File: src/rtl/axi_read_arbiter_n_if.sv
// Signal bundle between the read requesters, the arbiter and the AXI AR/R port.
// The master modport is the arbiter's view; slave is the surrounding environment.
interface axi_read_arbiter_n_if #(
  parameter int NUM_CH = 4,
  parameter int ADDR_W = 40,
  parameter int DATA_W = 64,
  parameter int ID_W   = 4
);
  logic [NUM_CH-1:0]        ch_req_valid_i;
  logic [NUM_CH-1:0]        ch_req_ready_o;
  logic [NUM_CH*ADDR_W-1:0] ch_req_addr_i;
  logic [NUM_CH*8-1:0]      ch_req_len_i;
  logic [NUM_CH-1:0]        ch_resp_valid_o;
  logic [NUM_CH-1:0]        ch_resp_ready_i;
  logic [DATA_W-1:0]        ch_resp_data_o;
  logic                     ch_resp_last_o;
  logic                     ch_resp_err_o;
  logic                     stray_id_o;
  logic                     ar_valid_o;
  logic                     ar_ready_i;
  logic [ADDR_W-1:0]        ar_addr_o;
  logic [7:0]               ar_len_o;
  logic [2:0]               ar_size_o;
  logic [1:0]               ar_burst_o;
  logic [ID_W-1:0]          ar_id_o;
  logic                     r_valid_i;
  logic                     r_ready_o;
  logic [DATA_W-1:0]        r_data_i;
  logic [ID_W-1:0]          r_id_i;
  logic [1:0]               r_resp_i;
  logic                     r_last_i;

  modport master (
    input  ch_req_valid_i, ch_req_addr_i, ch_req_len_i, ch_resp_ready_i,
    input  ar_ready_i, r_valid_i, r_data_i, r_id_i, r_resp_i, r_last_i,
    output ch_req_ready_o, ch_resp_valid_o, ch_resp_data_o, ch_resp_last_o,
    output ch_resp_err_o, stray_id_o, ar_valid_o, ar_addr_o, ar_len_o,
    output ar_size_o, ar_burst_o, ar_id_o, r_ready_o
  );

  modport slave (
    output ch_req_valid_i, ch_req_addr_i, ch_req_len_i, ch_resp_ready_i,
    output ar_ready_i, r_valid_i, r_data_i, r_id_i, r_resp_i, r_last_i,
    input  ch_req_ready_o, ch_resp_valid_o, ch_resp_data_o, ch_resp_last_o,
    input  ch_resp_err_o, stray_id_o, ar_valid_o, ar_addr_o, ar_len_o,
    input  ar_size_o, ar_burst_o, ar_id_o, r_ready_o
  );
endinterface

File: src/rtl/axi_read_arbiter_n.sv
// Round-robin N-channel read arbiter onto one AXI4 AR/R port with per-channel
// outstanding limits, ID-based response routing and sticky stray-ID flag.
module axi_read_arbiter_n #(
  parameter int NUM_CH    = 4,
  parameter int ADDR_W    = 40,
  parameter int DATA_W    = 64,
  parameter int ID_W      = 4,
  parameter int MAX_OUTST = 4
) (
  input  logic                clk_i,
  input  logic                rstn_i,
  axi_read_arbiter_n_if.master bus
);
  localparam int PTR_W = $clog2(NUM_CH);
  localparam int CNT_W = $clog2(MAX_OUTST + 1);

  logic              ar_valid_reg;
  logic [ADDR_W-1:0] ar_addr_reg;
  logic [7:0]        ar_len_reg;
  logic [ID_W-1:0]   ar_id_reg;
  logic [PTR_W-1:0]  rr_ptr_reg;
  logic              stray_reg;

  logic [NUM_CH-1:0] eligible;
  logic              slot_free;
  logic              any_eligible;
  logic              grant_valid;
  logic [PTR_W-1:0]  winner;
  logic              id_in_range;
  logic              r_hs;

  assign slot_free   = !ar_valid_reg || bus.ar_ready_i;
  assign grant_valid = slot_free && any_eligible;

  // First eligible channel at or after rr_ptr, wrapping; idx is one bit wider
  // so the wrap can be done with a single conditional subtract.
  always_comb begin
    logic [PTR_W:0] idx;
    any_eligible = 1'b0;
    winner       = '0;
    idx          = '0;
    for (int k = 0; k < NUM_CH; k++) begin
      idx = {1'b0, rr_ptr_reg} + (PTR_W+1)'(k);
      if (idx >= (PTR_W+1)'(NUM_CH)) begin
        idx = idx - (PTR_W+1)'(NUM_CH);
      end
      if (!any_eligible && eligible[idx[PTR_W-1:0]]) begin
        any_eligible = 1'b1;
        winner       = idx[PTR_W-1:0];
      end
    end
  end

  assign id_in_range = 32'(bus.r_id_i) < NUM_CH;
  assign bus.r_ready_o = id_in_range ? bus.ch_resp_ready_i[bus.r_id_i[PTR_W-1:0]] : 1'b1;
  assign r_hs = bus.r_valid_i && bus.r_ready_o;

  generate
    for (genvar gi = 0; gi < NUM_CH; gi++) begin : g_ch
      logic [CNT_W-1:0] outst_reg;
      logic             inc;
      logic             dec;
      logic             id_match;

      assign id_match = id_in_range && (bus.r_id_i == ID_W'(gi));
      assign eligible[gi] = bus.ch_req_valid_i[gi] && (outst_reg < CNT_W'(MAX_OUTST));
      assign bus.ch_req_ready_o[gi]  = grant_valid && (winner == PTR_W'(gi));
      assign bus.ch_resp_valid_o[gi] = bus.r_valid_i && id_match;
      assign inc = grant_valid && (winner == PTR_W'(gi));
      assign dec = r_hs && bus.r_last_i && id_match;

      // Decrement at zero is dropped so stale bursts after reset cannot wrap.
      always_ff @(posedge clk_i or negedge rstn_i) begin
        if (!rstn_i) begin
          outst_reg <= '0;
        end else if (inc && !dec) begin
          outst_reg <= outst_reg + 1'b1;
        end else if (dec && !inc && (outst_reg != '0)) begin
          outst_reg <= outst_reg - 1'b1;
        end
      end
    end
  endgenerate

  always_ff @(posedge clk_i or negedge rstn_i) begin
    if (!rstn_i) begin
      ar_valid_reg <= 1'b0;
      ar_addr_reg  <= '0;
      ar_len_reg   <= '0;
      ar_id_reg    <= '0;
      rr_ptr_reg   <= '0;
    end else if (slot_free) begin
      if (grant_valid) begin
        ar_valid_reg <= 1'b1;
        ar_addr_reg  <= bus.ch_req_addr_i[int'(winner)*ADDR_W +: ADDR_W];
        ar_len_reg   <= bus.ch_req_len_i[int'(winner)*8 +: 8];
        ar_id_reg    <= ID_W'(winner);
        rr_ptr_reg   <= (winner == PTR_W'(NUM_CH-1)) ? '0 : winner + 1'b1;
      end else begin
        ar_valid_reg <= 1'b0;
      end
    end
  end

  always_ff @(posedge clk_i or negedge rstn_i) begin
    if (!rstn_i) begin
      stray_reg <= 1'b0;
    end else if (bus.r_valid_i && !id_in_range) begin
      stray_reg <= 1'b1;
    end
  end

  assign bus.ar_valid_o     = ar_valid_reg;
  assign bus.ar_addr_o      = ar_addr_reg;
  assign bus.ar_len_o       = ar_len_reg;
  assign bus.ar_id_o        = ar_id_reg;
  assign bus.ar_size_o      = 3'($clog2(DATA_W/8));
  assign bus.ar_burst_o     = 2'b01;
  assign bus.ch_resp_data_o = bus.r_data_i;
  assign bus.ch_resp_last_o = bus.r_last_i;
  assign bus.ch_resp_err_o  = (bus.r_resp_i != 2'b00);
  assign bus.stray_id_o     = stray_reg;
endmodule

File: src/flat_wrapper.sv
// flat-port wrapper written by rule: the top's interface ports become plain ports
module axi_read_arbiter_n_flat 
#(
  parameter int NUM_CH    = 4,
  parameter int ADDR_W    = 40,
  parameter int DATA_W    = 64,
  parameter int ID_W      = 4,
  parameter int MAX_OUTST = 4
)
  (clk_i, rstn_i, bus_ch_req_valid_i, bus_ch_req_addr_i, bus_ch_req_len_i, bus_ch_resp_ready_i, bus_ar_ready_i, bus_r_valid_i, bus_r_data_i, bus_r_id_i, bus_r_resp_i, bus_r_last_i, bus_ch_req_ready_o, bus_ch_resp_valid_o, bus_ch_resp_data_o, bus_ch_resp_last_o, bus_ch_resp_err_o, bus_stray_id_o, bus_ar_valid_o, bus_ar_addr_o, bus_ar_len_o, bus_ar_size_o, bus_ar_burst_o, bus_ar_id_o, bus_r_ready_o);
  axi_read_arbiter_n_if #(.NUM_CH(NUM_CH), .ADDR_W(ADDR_W), .DATA_W(DATA_W), .ID_W(ID_W)) bus_i ();
  input  logic clk_i;
  input  logic rstn_i;
  input wire logic [$bits(bus_i.ch_req_valid_i)-1:0] bus_ch_req_valid_i;
  input wire logic [$bits(bus_i.ch_req_addr_i)-1:0] bus_ch_req_addr_i;
  input wire logic [$bits(bus_i.ch_req_len_i)-1:0] bus_ch_req_len_i;
  input wire logic [$bits(bus_i.ch_resp_ready_i)-1:0] bus_ch_resp_ready_i;
  input wire logic [$bits(bus_i.ar_ready_i)-1:0] bus_ar_ready_i;
  input wire logic [$bits(bus_i.r_valid_i)-1:0] bus_r_valid_i;
  input wire logic [$bits(bus_i.r_data_i)-1:0] bus_r_data_i;
  input wire logic [$bits(bus_i.r_id_i)-1:0] bus_r_id_i;
  input wire logic [$bits(bus_i.r_resp_i)-1:0] bus_r_resp_i;
  input wire logic [$bits(bus_i.r_last_i)-1:0] bus_r_last_i;
  output wire logic [$bits(bus_i.ch_req_ready_o)-1:0] bus_ch_req_ready_o;
  output wire logic [$bits(bus_i.ch_resp_valid_o)-1:0] bus_ch_resp_valid_o;
  output wire logic [$bits(bus_i.ch_resp_data_o)-1:0] bus_ch_resp_data_o;
  output wire logic [$bits(bus_i.ch_resp_last_o)-1:0] bus_ch_resp_last_o;
  output wire logic [$bits(bus_i.ch_resp_err_o)-1:0] bus_ch_resp_err_o;
  output wire logic [$bits(bus_i.stray_id_o)-1:0] bus_stray_id_o;
  output wire logic [$bits(bus_i.ar_valid_o)-1:0] bus_ar_valid_o;
  output wire logic [$bits(bus_i.ar_addr_o)-1:0] bus_ar_addr_o;
  output wire logic [$bits(bus_i.ar_len_o)-1:0] bus_ar_len_o;
  output wire logic [$bits(bus_i.ar_size_o)-1:0] bus_ar_size_o;
  output wire logic [$bits(bus_i.ar_burst_o)-1:0] bus_ar_burst_o;
  output wire logic [$bits(bus_i.ar_id_o)-1:0] bus_ar_id_o;
  output wire logic [$bits(bus_i.r_ready_o)-1:0] bus_r_ready_o;
  assign bus_i.ch_req_valid_i = bus_ch_req_valid_i;
  assign bus_i.ch_req_addr_i = bus_ch_req_addr_i;
  assign bus_i.ch_req_len_i = bus_ch_req_len_i;
  assign bus_i.ch_resp_ready_i = bus_ch_resp_ready_i;
  assign bus_i.ar_ready_i = bus_ar_ready_i;
  assign bus_i.r_valid_i = bus_r_valid_i;
  assign bus_i.r_data_i = bus_r_data_i;
  assign bus_i.r_id_i = bus_r_id_i;
  assign bus_i.r_resp_i = bus_r_resp_i;
  assign bus_i.r_last_i = bus_r_last_i;
  assign bus_ch_req_ready_o = bus_i.ch_req_ready_o;
  assign bus_ch_resp_valid_o = bus_i.ch_resp_valid_o;
  assign bus_ch_resp_data_o = bus_i.ch_resp_data_o;
  assign bus_ch_resp_last_o = bus_i.ch_resp_last_o;
  assign bus_ch_resp_err_o = bus_i.ch_resp_err_o;
  assign bus_stray_id_o = bus_i.stray_id_o;
  assign bus_ar_valid_o = bus_i.ar_valid_o;
  assign bus_ar_addr_o = bus_i.ar_addr_o;
  assign bus_ar_len_o = bus_i.ar_len_o;
  assign bus_ar_size_o = bus_i.ar_size_o;
  assign bus_ar_burst_o = bus_i.ar_burst_o;
  assign bus_ar_id_o = bus_i.ar_id_o;
  assign bus_r_ready_o = bus_i.r_ready_o;
  axi_read_arbiter_n #(.NUM_CH(NUM_CH), .ADDR_W(ADDR_W), .DATA_W(DATA_W), .ID_W(ID_W), .MAX_OUTST(MAX_OUTST)) u_core (.clk_i(clk_i), .rstn_i(rstn_i), .bus(bus_i));
endmodule
File: config.mk
export PLATFORM = sky130hd
export DESIGN_NAME = axi_read_arbiter_n_flat
export DESIGN_NICKNAME = d
export VERILOG_FILES = /design/src/rtl/axi_read_arbiter_n_if.sv /design/src/rtl/axi_read_arbiter_n.sv /design/src/flat_wrapper.sv
export SDC_FILE = /design/constraint.sdc
export NUM_CORES = 1
export LEC_CHECK = 0
export CORE_AREA = 2 2 159 161
export CTS_CLUSTER_SIZE = 10
export DETAILED_ROUTE_END_ITERATION = 10
export DIE_AREA = 0 0 161 163
export DONT_BUFFER_PORTS = 1
export PLACE_DENSITY_LB_ADDON = 0.25
export SYNTH_ARGS = -nofsm -noshare
export SYNTH_HDL_FRONTEND = slang
export SYNTH_SLANG_ARGS = --single-unit
File: constraint.sdc
create_clock -name clk_i -period 3.2 [get_ports clk_i]
set_input_delay 0.16 -clock clk_i [delete_from_list [all_inputs] [get_ports clk_i]]
set_output_delay 0.16 -clock clk_i [all_outputs]
set_load 0.01 [all_outputs]
# --- Word-level counts from Yosys, hierarchy flattened ---
# Cells that the tools add are included.
word_totals:
  mem_count: 0
  inputBits: 275
  output_inout_bits: 134
  ramBits: 0
  reg_bits: 66
  mem_bits_ro: 0
  elab_cells: 147
  latchBits: 0
op_classes:
  n_mux: 33
  shift: 2
  div: 0
  multipliers: 1
  bitwise: 0
  magnitude_cmp: 14
  n_eq_ne: 6
  n_reduce_logical: 65
  n_addsub: 16
op_table:
  columns: ["operator", "count"]
  rows:
  - ["variable part select 160 x 32 -> 40 bit", 1]
  - ["logical AND 1 bit", 39]
  - ["variable part select 32 x 6 -> 8 bit", 1]
  - ["2-to-1 mux 3 bit", 8]
  - ["2-to-1 mux 2 bit", 9]
  - ["less-than comparator 2 x 3 -> 1 bit, second input constant", 5]
  - ["logical NOT 1 bit", 13]
  - ["adder 3 x 1 -> 3 bit, second input constant", 4]
  - ["less-than comparator 3 bit, second input constant", 4]
  - ["nonzero test 3 bit", 4]
  - ["subtractor 3 x 1 -> 3 bit, second input constant", 4]
  - ["2-to-1 mux 1 bit", 11]
  - ["binary-select mux 1 bit (select 2 bit)", 5]
  - ["nonzero test 2 bit", 5]
  - [">= comparator 3 bit, second input constant", 3]
  - ["equality test 4 x 2 -> 1 bit, second input constant", 2]
  - ["subtractor 2 x 1 -> 2 bit, second input constant", 4]
  - ["adder 2 x 2 -> 3 bit, second input constant", 2]
  - ["multiplier 2 x 3 -> 5 bit, second input constant", 1]
  - ["equality test 2 bit, second input constant", 2]
  - ["equality test 4 x 1 -> 1 bit, second input constant", 1]
  - ["logical NOT 4 bit", 1]
  - ["less-than comparator 4 x 3 -> 1 bit, second input constant", 1]
  - ["adder 2 x 1 -> 3 bit, second input constant", 1]
  - ["other kinds (6)", 6]

# --- Logic depth before layout (Yosys ltp) ---
# Gate-level depths: netlist of run 1.
depth:
  depth_word: 21
  mapped_depth: 12
  depth_no_buf: 12

# --- Worst setup path after synthesis of run 1 ---
# No wires, ideal clock.
synth_path:
  path_type: "register to register"
  from: "reg u_core.g_ch[3].outst_reg[2]"
  to: "reg u_core.g_ch[2].outst_reg[1]"
  arrival_ps: 2374
  required_ps: 3074
  synth_period_minus_slack_ps: 2500
  path_stages_with_launch: 9
  path_buffers: 0
  setup_slack_ps: 700
  setup_time_ps: 126
  path_cell_list: "dfrtp_1 > nand2b_4 > a21boi_1 > o211ai_2 > nor2_1 > nand2_1 > fa_1 > mux2_2 > a221o_1"
synth_between:
  elab_chain_cells: 20
  word_cells_on_any_way: 33
  cone_classes: "order compare (1); eq/ne (1); mux (17); reduce/logical (14)"
synth_rtl:
  columns: ["element", "line_no", "rtl"]
  rows:
  - ["start, declared", "axi_read_arbiter_n.sv:60", "logic [CNT_W-1:0] outst_reg;"]
  - ["start signal, assigned", "axi_read_arbiter_n.sv:77", "outst_reg <= outst_reg + 1'b1;"]
  - ["start signal, assigned", "axi_read_arbiter_n.sv:79", "outst_reg <= outst_reg - 1'b1;"]
  - ["less-than comparator 3 bit (*)", "axi_read_arbiter_n.sv:66", "assign eligible[gi] = bus.ch_req_valid_i[gi] && (outst_reg < CNT_W'(MAX_OUTST));"]
  - ["logical AND 1 bit (*)", "axi_read_arbiter_n.sv:66", null]
  - ["binary-select mux 1 bit (select 2 bit)", "axi_read_arbiter_n.sv:47", "if (!any_eligible && eligible[idx[PTR_W-1:0]]) begin"]
  - ["2-to-1 mux 1 bit (not written as such)", "axi_read_arbiter_n.sv:47", null]
  - ["2-to-1 mux 1 bit", "axi_read_arbiter_n.sv:47", null]
  - ["logical NOT 1 bit", "axi_read_arbiter_n.sv:47", null]
  - ["logical AND 1 bit", "axi_read_arbiter_n.sv:47", null]
  - ["2-to-1 mux 1 bit", "axi_read_arbiter_n.sv:47", null]
  - ["[4 not listed]", null, null]
  - ["logical AND 1 bit", "axi_read_arbiter_n.sv:47", null]
  - ["2-to-1 mux 2 bit or 2-to-1 mux 1 bit (tied branches)", "axi_read_arbiter_n.sv:47", null]
  - ["equality test 2 bit or logical AND 1 bit (tied branches)", "axi_read_arbiter_n.sv:69, axi_read_arbiter_n.sv:33", null]
  - ["logical AND 1 bit (*)", "axi_read_arbiter_n.sv:69", "assign inc = grant_valid && (winner == PTR_W'(gi));"]
  - ["named net u_core.g_ch[2].inc", "axi_read_arbiter_n.sv:61", "logic inc;"]
  - ["logical NOT 1 bit", "axi_read_arbiter_n.sv:78", "end else if (dec && !inc && (outst_reg != '0)) begin"]
  - ["logical AND 1 bit (2 in a row)", "axi_read_arbiter_n.sv:78", null]
  - ["nonzero test 2 bit (no source line)", null, null]
  - ["end signal, assigned", "axi_read_arbiter_n.sv:77", null]
  - ["end signal, assigned", "axi_read_arbiter_n.sv:79", null]
  - ["end, declared", "axi_read_arbiter_n.sv:60", null]
# Mark *: on every way through the listed nets, which the timed path passes. The rest lies on a longest branch. The select of a mux whose other input is x is not followed.
# A chain may end at the register's enable or synchronous reset.

# --- Worst setup path after layout of run 1 ---
layout_path:
  from: "reg u_core.g_ch[2].outst_reg[2]"
  to: "reg u_core.ar_addr_reg[17] (netlist: u_core.bus.ar_addr_o[17])"
layout_between:
  elab_chain_cells: 16
  word_cells_on_any_way: 28
  cone_classes: "mul (1); order compare (1); shift (1); mux (16); reduce/logical (9)"
layout_rtl:
  columns: ["element", "line_no", "rtl"]
  rows:
  - ["less-than comparator 3 bit (*)", "axi_read_arbiter_n.sv:66", null]
  - ["logical AND 1 bit (*)", "axi_read_arbiter_n.sv:66", null]
  - ["binary-select mux 1 bit (select 2 bit)", "axi_read_arbiter_n.sv:47", null]
  - ["2-to-1 mux 1 bit (not written as such)", "axi_read_arbiter_n.sv:47", null]
  - ["2-to-1 mux 1 bit", "axi_read_arbiter_n.sv:47", null]
  - ["logical NOT 1 bit", "axi_read_arbiter_n.sv:47", null]
  - ["logical AND 1 bit", "axi_read_arbiter_n.sv:47", null]
  - ["2-to-1 mux 1 bit", "axi_read_arbiter_n.sv:47", null]
  - ["logical NOT 1 bit", "axi_read_arbiter_n.sv:47", null]
  - ["logical AND 1 bit", "axi_read_arbiter_n.sv:47", null]
  - ["2-to-1 mux 1 bit", "axi_read_arbiter_n.sv:47", null]
  - ["logical NOT 1 bit", "axi_read_arbiter_n.sv:47", null]
  - ["logical AND 1 bit", "axi_read_arbiter_n.sv:47", null]
  - ["2-to-1 mux 2 bit or 2-to-1 mux 1 bit (tied branches)", "axi_read_arbiter_n.sv:47", null]
  - ["multiplier 2 x 3 -> 5 bit or logical AND 1 bit (tied branches)", "axi_read_arbiter_n.sv:95, axi_read_arbiter_n.sv:33", null]
  - ["variable part select 160 x 32 -> 40 bit or AND reduction 2 bit (tied branches)", null, null]
  - ["end signal, assigned", "axi_read_arbiter_n.sv:95", "ar_addr_reg <= bus.ch_req_addr_i[int'(winner)*ADDR_W +: ADDR_W];"]
  - ["end, declared", "axi_read_arbiter_n.sv:18", "logic [ADDR_W-1:0] ar_addr_reg;"]
# Every way passes the cells marked *; elsewhere a longest branch is shown, timed or not. The select of a mux whose other input is x is not followed.

==> impl_metrics.py, run 1 <==
metrics = {
    "min_path": {
        "whs_endpoint": "u_core.bus.ar_addr_o[13]$_DFFE_PN0P_",
        "min_path_type": "input port to register",
        "holdPathStages": 2,
        "min_from": "bus_ch_req_addr_i[133]",
    },
    "die": {
        "dieArea_um2": 26200,
        "die-width_um": 161,
        "coreArea_um2": 24700,
        "num_rows": 58,
        "start_util": 0.196,
        "io_pins": 409,
        "die_y_um": 163,
    },
    "route": {
        "remaining_drc_errors": 0,
        "wl_um": 14000,
        "route.met2.wl_um": 7040,
        "drt_iter0_drc": 113,
        "antenna_left": 0,
        "drtPass1Iterations": 4,
        "wl_met1_um": 4920,
        "wl_per_cell_um": 18.8,
        "via_count": 3433,
        "wl_met3_um": 1340,
        "routed_via_density": 4.61,
        "top_layer": "met5",
    },
    "setup_path": {
        "arrival_ps": 2950,
        "cp_slowest_cell": "buf_4",
        "crit-reg2reg-launch": "u_core.g_ch[2].outst_reg[2]$_DFFE_PN0P_",
        "worstPathMaxFanout": 49,
        "critPathLaunchType": "register",
        "critical_path_buf_inv_count": 2,
        "r2r-end": "u_core.bus.ar_addr_o[17]$_DFFE_PN0P_",
        "cp-end-kind": "register",
        "crit_top_cell": "buf_4",
        "path_class": "register to register",
        "worst_path_largest_cell_delay_ps": 680,
        "crit_required_ps": 3400,
        "critical-path-top-delay-family": "buffers and inverters",
        "worstPathCellList": "nor2b_1, a22oi_1, nand3_4, buf_4, buf_4, mux2i_1, o221ai_1",
        "r2r_setup_slack_ps": 450,
        "rr_worst_depth": 7,
    },
    "power_and_ir_drop": {
        "p_per_area_nw_per_um2": 1030,
        "p_sw_mw": 2.22,
        "peakVddDrop_uv": 268,
        "combPwrFrac": 0.440,
        "p_leak_nw": 2.27,
        "p_clk_frac": 0.214,
        "seqPwrFrac": 0.347,
        "internal_power_mw": 2.95,
        "switching_share": 0.429,
    },
    "global_routing": {
        "grt_pass1_vias": 3545,
        "grt_max_degree": 67,
        "grt_pass1_wl_um": 20300,
        "grt-ovfl-total": 0,
        "antenna_found_initial": 3,
        "grtUsageTotal": 0.101,
    },
    "synthesis": {
        "synth_top_area_share": 0.341,
        "synth_edf_count": 0,
        "postSynth.asyncResetShare": 1.00,
        "seq_area_frac_synth": 0.341,
        "syn_area_um2": 4840,
        "synth.distinct_cells": 56,
        "ys_ff_latch": 66,
        "yosysWarningCount": 0,
        "yosysTopAreaCell": "dfrtp_1",
        "synth_area_leaders": "dfrtp_1 34%, mux2i_1 20%, buf_4 12%, o221ai_1 8.7%, nand2_1 4.5%",
        "ys_top_cells_by_count": "99 x mux2i_1, 79 x buf_4, 66 x dfrtp_1, 58 x nand2_1, 48 x o221ai_1",
        "ys.flop_type": "dfrtp_1",
        "yosysMostFrequentCell": "mux2i_1",
        "synth_area_per_cell_um2": 9.97,
        "postSynthCellCount": 486,
    },
    "finish": {
        "nFillCells": 2679,
        "fin_area_um2": 5030,
        "areaGrowthSynthToFinish_pct": 3.77,
        "nets": 688,
        "largest_reg_flops": 40,
        "drive_gt1_frac": 0.112,
    },
    "place": {
        "dpl_cell_area_um2": 4650,
        "place.port_buffers": 0,
        "hpwl_um": 10500,
        "gp_congestion": 0.794,
    },
    "clock_network": {
        "cts_setup_buffers": 0,
        "cts_tree": "built",
        "clkTransAtPathRegs_ps": 70,
        "root_buffer": "clkbuf_16",
        "cts_sinks": 66,
        "cts_buffers": 9,
        "h-tree-depth": 3,
        "clock_latency_ps": 340,
        "cts.path.max_buffers": 2,
    },
    "timing": {
        "fin_crit_sh": 0.859,
        "tns_ps": 0,
        "timing.fmax_mhz": 364,
        "period_minus_slack_ps": 2750,
        "slew_violations": 0,
        "rsz0062_at_grt": "false",
        "setup_viol": 0,
        "skew_ps": 12.1,
        "tightest_slew_ps": 791,
        "slew_headroom": 0.473,
        "finalHoldViolations": 0,
    },
    "flow_run": {
        "cap_violations": 0,
    },
    "run_status": {
        "status": "finished, final reports clean",
    },
}
==> metrics by stage <==
step                      instances  hold WS [ps]  setup slack (ps)  total power, mW   util
after floorplan                 491          -136               700             3.66      -
after global placement          723          -134               524             4.02  0.188
after detailed placement        723          -133               438             4.08  0.188
after CTS                       742          29.9               443             5.26  0.204
after global routing            743          45.4               245             5.57  0.204
final                           744          48.6               450             5.16  0.204
==> power groups by stage <==
stage	combinational, mW	sequential [mW]	clock (mW)
6_report	2.27	1.79	1.10
5_1_grt	2.54	1.85	1.19
4_1_cts	2.30	1.80	1.15
3_5_place_dp	2.29	1.80	0
3_3_place_gp	2.20	1.81	0
2_1_floorplan	1.99	1.67	0
==> repair_timing <==
action | in CTS | in global routing
gates resized for setup | 0 | 0
hold buffers | 4 | 0
endpoints found under the hold margin | 67 | 0
==> placed cells by master, fill, tap and decap left out, types with 2 or more instances in the layout <==
cell           synthesis  routed
or3_1                  3       3
mux2_2                 2       2
dlygate4sd3_1          0       3
buf_4                 79       7
clkinvlp_4             0       2
a22oi_1                2       2
and2_1                 3       3
nand2b_1               4       3
o221ai_1              48      48
nand3_1                6       5
a21oi_1                6       6
fa_1                   4       4
mux2i_1               99      99
or2_2                  2       2
clkbuf_16              0       9
bufinv_16              0       2
nor2_1                18      18
o21ai_0                6       6
nand2b_4               2       2
diode_2                0       2
nor2b_4                2       2
xnor2_1                3       3
o21bai_1               2       2
conb_1                 2       7
dfrtp_1               66      66
nand2_1               58      58
clkinv_4               0       2
nor2b_1                6       6
nor4_4                 2       2
o21ai_1                2       2
inv_1                  4       4
==> cell type report <==
type / instances / area [um^2] / area share
multi-input cells: 314 / 2490 / 0.496
flip-flops and latches: 66 / 1650 / 0.329
inverters: 5 / 18.8 / 0.00373
clock buffers: 9 / 225 / 0.0448
well taps: 330 / 413 / 0.0821
diodes: 2 / 5.00 / 0.000996
clock inverters: 6 / 92.6 / 0.0184
repair buffers: 12 / 130 / 0.0259
==> worst max path at each step <==
stage	startpoint	cells past startpoint	slack (ps)	to
final	u_core.g_ch[2].outst_reg[2]$_DFFE_PN0P_	7	450	u_core.bus.ar_addr_o[17]$_DFFE_PN0P_
after CTS	u_core.g_ch[0].outst_reg[2]$_DFFE_PN0P_	7	440	u_core.bus.ar_addr_o[17]$_DFFE_PN0P_
after global routing	u_core.g_ch[2].outst_reg[2]$_DFFE_PN0P_	7	250	u_core.bus.ar_addr_o[17]$_DFFE_PN0P_
after floorplan	u_core.g_ch[3].outst_reg[2]$_DFFE_PN0P_	8	700	u_core.g_ch[2].outst_reg[1]$_DFFE_PN0P_
after detailed placement	u_core.g_ch[0].outst_reg[2]$_DFFE_PN0P_	7	440	u_core.bus.ar_addr_o[17]$_DFFE_PN0P_
after global placement	u_core.g_ch[0].outst_reg[2]$_DFFE_PN0P_	7	520	u_core.bus.ar_addr_o[17]$_DFFE_PN0P_
==> layer usage <==
| layer | vias to the layer above | global-route usage |
|---|---|---|
| li1 | 1534 | - |
| met1 | 1627 | 0.105 |
| met2 | 222 | 0.174 |
| met3 | 48 | 0.0374 |
| met4 | 2 | 0.0649 |
| met5 | - | 0 |
==> kinds of logic (layout without fill, tap and decap cells) <==
| group | count (synthesis) | count (layout) | synth area share |
|---|---|---|---|
| buffers and inverters | 111 | 32 | 0.154 |
| and+or+nand+nor | 119 | 119 | 0.131 |
| adders and majority gates | 5 | 5 | 0.0191 |
| muxes | 103 | 103 | 0.216 |
| DFF | 66 | 66 | 0.341 |
| other | 2 | 9 | 0.00155 |
| AOI/OAI and AO/OA | 77 | 77 | 0.132 |
| xor gates and xnor gates | 3 | 3 | 0.00542 |
No activity file was read; power rests on OpenSTA's default activity.
==> inputs of run 2 (changes only) <==
--- a/config.mk
+++ b/config.mk
@@ -5,7 +5,7 @@
 export SDC_FILE = /design/constraint.sdc
 export NUM_CORES = 1
 export LEC_CHECK = 0
-export CORE_AREA = 2 2 159 161
+export CORE_AREA = 4 4 157 159
 export CTS_CLUSTER_SIZE = 10
 export DETAILED_ROUTE_END_ITERATION = 10
 export DIE_AREA = 0 0 161 163
==> run 2 against run 1 <==
  * Global-route usage barely moved
  * Setup slack got worse by 24 ps
  * Core utilization rose by 1.1 points
  * Critical path depth fell by 1
  * Critical endpoint is now bus_ch_req_ready_o[0]
  * Largest cell class unchanged
  * Non-clock buffer count fell by 1
  * Highest routed layer is now met4
  * Maximum frequency fell by 0.86%
==> impl_metrics.py, run 2 (synthesis results as in run 1) <==
metrics = {
    "finish": {
        "areaGrowthSynthToFinish_pct": 2.97,
        "nets": 687,
        "mostFrequentLayoutCell": "mux2i_1",
        "nFillCells": 2554,
        "antennaDiodeCount": 0,
        "fin_util": 0.214,
        "fin_area_um2": 4990,
        "drive_gt1_frac": 0.107,
        "largest_reg_flops": 40,
        "mostFrequentLayoutCells": "99 x mux2i_1, 66 x dfrtp_1, 58 x nand2_1",
    },
    "setup_path": {
        "worstPathMaxFanout": 26,
        "rr_worst_depth": 8,
        "critPathLaunchType": "register",
        "worst_path_largest_cell_delay_ps": 480,
        "crit_required_ps": 3040,
        "path_class": "register to primary output",
        "cp_slowest_cell": "nand2b_2",
        "worstPathCellList": "nor2b_4, a21oi_1, o21a_2, nand2b_2, buf_12, nor2_1",
        "cp-end-kind": "primary output",
        "arrival_ps": 2610,
    },
    "clock_network": {
        "cts_tree": "built",
        "h-tree-depth": 3,
        "cts.path.max_buffers": 2,
        "clock_latency_ps": 330,
        "clkTransAtPathRegs_ps": 60,
        "cts_sinks": 66,
        "cts_buffers": 9,
        "cts_setup_buffers": 0,
        "root_buffer": "clkbuf_16",
    },
    "die": {
        "start_util": 0.208,
        "coreArea_um2": 23300,
        "die_y_um": 163,
        "io_pins": 409,
        "die-width_um": 161,
        "num_rows": 56,
        "dieArea_um2": 26200,
    },
    "power_and_ir_drop": {
        "finalPower_mw": 5.10,
        "p_per_area_nw_per_um2": 1020,
        "p_clk_frac": 0.203,
        "peakVddDrop_uv": 236,
        "combPwrFrac": 0.445,
        "switching_share": 0.427,
        "p_sw_mw": 2.18,
        "seqPwrFrac": 0.352,
        "internal_power_mw": 2.92,
        "p_leak_nw": 2.27,
    },
    "route": {
        "antenna_left": 0,
        "wl_um": 14100,
        "via_count": 3451,
        "drt_iter0_drc": 133,
        "wl_per_cell_um": 19.3,
        "drtPass1Iterations": 4,
        "routed_via_density": 4.73,
        "remaining_drc_errors": 0,
    },
    "global_routing": {
        "use_met3": 0.0344,
        "grt_pass1_vias": 3677,
        "grt-ovfl-total": 0,
        "grt_max_degree": 67,
        "grt-busiest-layer": "met2",
        "grt_pass1_wl_um": 20900,
        "grtUsageTotal": 0.101,
        "grtUsageMet2": 0.178,
        "grtUsageMet1": 0.113,
        "antenna_found_initial": 0,
    },
    "timing": {
        "tns_ps": 0,
        "tightest_slew_ps": 820,
        "finalHoldViolations": 0,
        "fin_crit_sh": 0.867,
        "holdWs_ps": 62.8,
        "period_minus_slack_ps": 2770,
        "rsz0062_at_grt": "false",
        "timing.fmax_mhz": 361,
        "skew_ps": 9.05,
        "slew_violations": 0,
        "setup_viol": 0,
        "slew_headroom": 0.453,
    },
    "flow_run": {
        "cap_violations": 0,
    },
    "min_path": {
        "min_path_type": "input port to register",
        "holdPathStages": 2,
    },
    "place": {
        "place.port_buffers": 0,
        "dpl_cell_area_um2": 4630,
        "gp_congestion": 0.745,
        "hpwl_um": 10800,
    },
    "run_status": {
        "status": "finished, final reports clean",
    },
}
run 2: cell types whose count changed in the layout (fill, tap and decap cells not counted):
| cell | before | now |
|---|---|---|
| buf_4 | 7 | 6 |
| clkinv_4 | 2 | 0 |
| clkbuf_8 | 0 | 3 |
| diode_2 | 2 | 0 |
| bufinv_16 | 2 | 1 |
| clkinv_2 | 0 | 1 |
| clkinvlp_4 | 2 | 0 |
| clkbuf_1 | 0 | 1 |
run 2: cell type report:
type,instances,area [um^2],share of cell area
clock buffer,13,270,0.0542
clock inverter,2,35.0,0.00702
inverter,5,18.8,0.00376
multi-input combinational,314,2490,0.499
sequential,66,1650,0.331
tap,319,399,0.0800
timing repair buffer,11,123,0.0246
run 2: through the flow:
stage | setup WS, ps | cells
4_1_cts | 331 | 730
2_1_floorplan | 700 | 491
3_3_place_gp | 599 | 711
3_5_place_dp | 554 | 711
6_report | 426 | 730
5_1_grt | 274 | 730
run 2: repair_timing:
item / 4_1_cts / 5_1_grt
hold buffers: 4 / 0
endpoints found under the hold margin: 67 / 0
resized for setup: 0 / 0
run 2: layer usage:
metal / vias up / wire length, um
met5: - / 0
met1: 1668 / 5300
li1: 1531 / -
met3: 34 / 1220
met2: 218 / 7190
met4: 0 / 408
run 2: final timing paths:
kind	startpoint	to	slack, ps
worst max register to register	u_core.g_ch[0].outst_reg[2]$_DFFE_PN0P_	u_core.g_ch[1].outst_reg[2]$_DFFE_PN0P_	540
worst min-delay path	bus_ch_req_addr_i[148]	u_core.bus.ar_addr_o[28]$_DFFE_PN0P_	60
worst min register to register	u_core.g_ch[0].outst_reg[0]$_DFFE_PN0P_	u_core.g_ch[0].outst_reg[0]$_DFFE_PN0P_	540
max in group asynchronous	rstn_i	u_core.bus.ar_addr_o[16]$_DFFE_PN0P_	2490
worst max-delay path	u_core.g_ch[0].outst_reg[2]$_DFFE_PN0P_	bus_ch_req_ready_o[0]	430
min in group asynchronous	rstn_i	u_core.bus.ar_addr_o[38]$_DFFE_PN0P_	400
run 2: power by group through the flow:
stage,clock [mW],combinational [mW],sequential [mW]
CTS,1.09,2.31,1.81
floorplan,0,1.99,1.67
global placement,0,2.20,1.82
global route,1.12,2.53,1.85
detailed placement,0,2.29,1.81
finish,1.04,2.27,1.79
run 2: worst max-delay path: cells and delay by family (launching register included):
kind                   cells  cell delay (ps)
and+or+nand+nor            3             1030
AOI/OAI and AO/OA          2              480
DFF                        1              420
buffers and inverters      1              320
